===== src/rtl/board_writer.sv =====
// board_writer: sole writer of one player's board RAM; locks pieces, clears full rows, wipes the board
module board_writer #(
  parameter int COLS = 10,
  parameter int ROWS = 20
) (
  input  logic        pclk,
  input  logic        rstn,
  input  logic        lock_req,
  input  logic        wipe_req,
  input  logic [4:0]  x,
  input  logic [4:0]  y,
  input  logic [4:0]  ptype,
  input  logic [15:0] mask,
  output logic [7:0]  raddr,
  input  logic [4:0]  rdata,
  output logic [7:0]  waddr,
  output logic [4:0]  wdata,
  output logic        we,
  output logic        busy,
  output logic        done,
  output logic [2:0]  lines
);
  typedef enum logic [2:0] {IDLE, WIPE, LOCK, SCAN, SHIFT, DONE} state_t;
  localparam logic [7:0] LAST  = 8'(COLS * ROWS - 1);
  localparam logic [3:0] CEND  = 4'(COLS - 1);
  localparam logic [3:0] CEVAL = 4'(COLS);
  localparam logic [4:0] RBOT  = 5'(ROWS - 1);
  state_t state, state_n;
  logic [4:0]  px, py, r, dst;
  logic [2:0]  colour, cnt;
  logic [15:0] pmask;
  logic [7:0]  idx;
  logic [3:0]  col;
  logic        ph, full;
  logic [5:0]  lc, lr;
  logic        lin, row_full, req, unused_rot;
  function automatic logic [7:0] addr_of(input logic [4:0] row, input logic [3:0] c);
    return 8'(row) * 8'(COLS) + 8'(c);
  endfunction
  assign req        = wipe_req | lock_req;
  assign lc         = 6'(px) + 6'(idx[1:0]);
  assign lr         = 6'(py) + 6'(idx[3:2]);
  assign lin        = pmask[idx[3:0]] && lc < 6'(COLS) && lr < 6'(ROWS);
  assign row_full   = full && rdata != 5'd0;
  assign lines      = cnt;
  assign busy       = state != IDLE && state != DONE;
  assign done       = state == DONE;
  assign unused_rot = ^ptype[1:0];
  // state register, aborts straight to IDLE on reset
  always_ff @(posedge pclk or negedge rstn)
    if (!rstn) state <= IDLE;
    else state <= state_n;
  // next state and RAM port drive; the scan column COLS only evaluates the last read
  always_comb begin
    state_n = state;
    raddr   = '0;
    waddr   = '0;
    wdata   = '0;
    we      = 1'b0;
    case (state)
      IDLE:  state_n = wipe_req ? WIPE : lock_req ? LOCK : IDLE;
      WIPE: begin
        we      = 1'b1;
        waddr   = idx;
        state_n = idx == LAST ? DONE : WIPE;
      end
      LOCK: begin
        we      = lin;
        waddr   = lin ? addr_of(lr[4:0], lc[3:0]) : '0;
        wdata   = lin ? {2'b00, colour} : '0;
        state_n = idx[3:0] == 4'hF ? SCAN : LOCK;
      end
      SCAN: begin
        raddr   = addr_of(r, col == CEVAL ? 4'd0 : col);
        state_n = col != CEVAL ? SCAN : row_full ? SHIFT : r == 5'd0 ? DONE : SCAN;
      end
      SHIFT: begin
        raddr   = dst != 5'd0 && !ph ? addr_of(dst - 5'd1, col) : '0;
        we      = dst == 5'd0 || ph;
        waddr   = addr_of(dst, col);
        wdata   = dst == 5'd0 ? 5'd0 : rdata;
        state_n = dst == 5'd0 && col == CEND ? SCAN : SHIFT;
      end
      DONE:    state_n = IDLE;
      default: state_n = IDLE;
    endcase
  end
  // request capture, counters and row bookkeeping
  always_ff @(posedge pclk or negedge rstn)
    if (!rstn) begin
      px     <= '0;
      py     <= '0;
      colour <= '0;
      pmask  <= '0;
      idx    <= '0;
      cnt    <= '0;
      r      <= '0;
      dst    <= '0;
      col    <= '0;
      ph     <= 1'b0;
      full   <= 1'b0;
    end else begin
      case (state)
        IDLE: if (req) begin
          px     <= x;
          py     <= y;
          colour <= ptype[4:2];
          pmask  <= mask;
          idx    <= '0;
          cnt    <= '0;
        end
        WIPE: idx <= idx + 8'd1;
        LOCK: begin
          idx <= idx + 8'd1;
          r   <= RBOT;
          col <= '0;
        end
        SCAN: begin
          col  <= col == CEVAL ? 4'd0 : col + 4'd1;
          full <= col == 4'd0 ? 1'b1 : full && rdata != 5'd0;
          if (col == CEVAL && row_full) begin
            cnt <= cnt == 3'd4 ? cnt : cnt + 3'd1;
            dst <= r;
            ph  <= 1'b0;
          end else if (col == CEVAL) r <= r - 5'd1;
        end
        SHIFT: begin
          ph <= dst != 5'd0 && !ph;
          if (dst == 5'd0 || ph) begin
            col <= col == CEND ? 4'd0 : col + 4'd1;
            if (dst != 5'd0 && col == CEND) dst <= dst - 5'd1;
          end
        end
        default: ;
      endcase
    end
endmodule

===== config.mk =====
export PLATFORM = sky130hd
export DESIGN_NAME = board_writer
export DESIGN_NICKNAME = d
export VERILOG_FILES = /design/src/rtl/board_writer.sv
export SDC_FILE = /design/constraint.sdc
export NUM_CORES = 1
export LEC_CHECK = 0
export BUFFER_PORTS_ARGS = -buffer_cell sky130_fd_sc_hd__buf_2
export CORE_UTILIZATION = 59
export CTS_CLUSTER_SIZE = 28
export DETAILED_ROUTE_END_ITERATION = 16
export PLACE_DENSITY = 0.81
export SYNTH_ARGS = -nofsm -noshare
export SYNTH_HDL_FRONTEND = slang
export SYNTH_SLANG_ARGS = --single-unit

===== constraint.sdc =====
create_clock -name pclk -period 5.4 [get_ports pclk]
set_input_delay 1.08 -clock pclk [delete_from_list [all_inputs] [get_ports pclk]]
set_output_delay 1.08 -clock pclk [all_outputs]
set_load 0.02 [all_outputs]

==> flow_summary.toml <==
[setup_path]
slowest_delay_ps = 600
cp_num_buf_inv = 3
end_kind = "primary output"
r2r-end = "col[3]"
crit_chain = "inv_1 -> ha_1 -> nor3b_1 -> xnor2_1 -> inv_1 -> ha_1 -> fa_1 -> nand2_1 -> o21bai_1 -> a22o_1 -> a222oi_1 -> xnor2_1 -> o22ai_1 -> buf_2"
cp-start-kind = "register"
worst_ep_arrival_time_ps = 4060
ff2ff_setup_slack_ps = 2730
reg2regPathDepth = 5
crit_fanout = 5
worst-setup-path-type = "register to primary output"
worst_path_max_delay_cell = "fa_1"
required_ps = 4320
crit_family = "adder cells"
r2r-start = "state[1]"

[sta]
final.setup.tns_ps = 0
clock.fmax_mhz = 195
finalHoldViolCount = 0
slew_headroom_pct = 31.1
fin_crit_sh_pct = 95.2
drv_slew = 0
setup_viol = 0
tightest_slew_ps = 1030
min_period_ps = 5140
rsz0062_at_grt = "no"
finalClockSkew_ps = 6.61

[cells_and_area]
fin_cells = 649
fillCellCount = 583
drive_gt1_share_pct = 23.4
post-route-util_pct = 68.5
nets = 637
diodes = 0
seq_area_mm2 = 0.00148
final_area_mm2 = 0.00529
multi_input_area_mm2 = 0.00302
syn2layout_area_growth_pct = 12.6

[detailed_routing]
drtIter0Drc = 290
drtPass1Iterations = 5
avgRoutedWirePerCell_um = 16.5
antenna_left = 0
vias = 3949
wirelength_um = 10700
viasPerCell = 6.08
drc = 0

[clocking]
cts_num_sinks = 59
clk_latency_ps = 350
cts_tree = "built"
post-cts-setup-buffers = 0
cts_max_level = 3
clk_pin_slew_ps = 80
root_buffer = "clkbuf_8"
clk_path_buf_depth = 2
cts_buffers = 9

[global_routing]
grt_pass1_vias = 3806
antenna_found_initial = 0
grt.total_usage_pct = 27.4
grt_pass1_wl_um = 18000
gr-total-overflow = 0
grt_max_degree = 60

[place]
gp_congestion = 0.835
placed_cells = 633
placed_area_mm2 = 0.00509
portBuffers = 64
dp_hpwl_um = 7980

[yosys]
yosysSeqAreaShare_pct = 31.4
synthArstFlopShare_pct = 100
synth_edf_count = 0
synth_ff_type = "dfrtp_1"
syn_area_mm2 = 0.00470
synth_top_area_cell = "dfrtp_1"
synth_most_common_cell = "dfrtp_1"
yosysTopAreaCellShare_pct = 31.4
syn_area_per_cell_um2 = 9.69
synth_warnings = 0
synth_common_cells = "59 x dfrtp_1, 45 x ha_1, 32 x inv_1, 31 x mux2_2, 31 x nor2_1"
synth.area.top_cells = "dfrtp_1 31%, ha_1 12%, mux2_2 7.4%, fa_1 4.3%, xnor2_1 4.1%"
synth_seq_cells = 59
ys_types = 61
synthCells = 485
syn_nets = 580

[power]
cellLeakagePower_uw = 0.00249
power_uw = 2900
ir_drop_mv = 0.366
power_density_mw_per_mm2 = 548

[die]
core_mm2 = 0.00773
start_util_pct = 60.8
die_area_mm2 = 0.00832
chipWidth_um = 91.2
io_pins = 67
num_rows = 32
die_height_um = 91.2

[hold_path]
min_path_cells = 1
hold_path_end = "pmask[8]"
min_from = "pmask[8]"
hold_path_class = "register to register"

[status]
status = "finished clean"

[job]
cap_violations = 0
[per-layer routing]
metal,GRT usage (%),vias up,share of wire (%)
met1,37.5,1925,45
met4,11.2,0,1.5
li1,-,1864,-
met2,43.3,145,48
met5,0,-,0
met3,4.36,15,6.2
[through the flow]
| step | hold WS (ps) | setup WS (ps) |
|---|---|---|
| 5_1_grt | 531 | 36.9 |
| 3_3_place_gp | 483 | 781 |
| 2_1_floorplan | 465 | 984 |
| 6_report | 504 | 259 |
| 3_5_place_dp | 492 | 696 |
| 4_1_cts | 510 | 278 |
[sequential cells by signal (all words and copies together) (netlist names)]
signal  cells
lines       3
pmask      16
py          5
px          5
ph          1
col         4
state       3
colour      3
idx         8
r           5
dst         5
full        1
[how the worst max path moves through the flow]
stage | to | from | depth (start not counted) | slack [ps]
6_report | raddr[7] | dst[0] | 14 | 260
5_1_grt | raddr[7] | dst[0] | 14 | 40
4_1_cts | raddr[7] | dst[0] | 14 | 280
3_5_place_dp | waddr[7] | idx[2] | 13 | 700
3_3_place_gp | raddr[7] | dst[0] | 14 | 780
2_1_floorplan | raddr[7] | dst[0] | 13 | 980
[layout make-up]
| type | instances | area share, % |
|---|---|---|
| Clock buffer | 9 | 2.34 |
| Timing Repair Buffer | 68 | 6.62 |
| Sequential cell | 59 | 27.9 |
| Tap cell | 102 | 2.41 |
| Inverter | 32 | 2.27 |
| Clock inverter | 7 | 1.47 |
| Multi-Input combinational cell | 372 | 57.0 |
[report_power, final]
| group | internal [µW] | leakage [µW] | switching (µW) | total, µW |
|---|---|---|---|---|
| Sequential | 601 | 0.000719 | 202 | 802 |
| Clock | 216 | 0.0000998 | 193 | 409 |
| Combinational | 776 | 0.00167 | 912 | 1690 |
| Total | 1590 | 0.00249 | 1310 | 2900 |
[repair_timing]
| action | 4_1_cts | 5_1_grt |
|---|---|---|
| gates resized for setup | 0 | 1 |
| hold buffers | 0 | 0 |
| setup endpoints to repair | 0 | 1 |
[logic make-up after synthesis]
group                    after synthesis  share of synthesized area [%]
buffers and inverters                 54                           4.58
flip-flops                            59                           31.4
adder cells (fa/ha/maj)               55                           16.2
AO/OA/AOI/OAI                        105                           15.3
multiplexers                          38                           9.45
AND/OR/NAND/NOR                      132                           15.2
XOR/XNOR                              42                           7.83
[cells in the final DEF (no fill, tap or decap), types with 20 or more instances in the layout]
master,instances
mux2_2,31
xnor2_1,22
inv_1,32
nand2_1,29
xor2_1,20
dfrtp_1,59
o21ai_0,25
buf_2,64
nor2_1,30
ha_1,45
(Power assumes the default switching activity.)
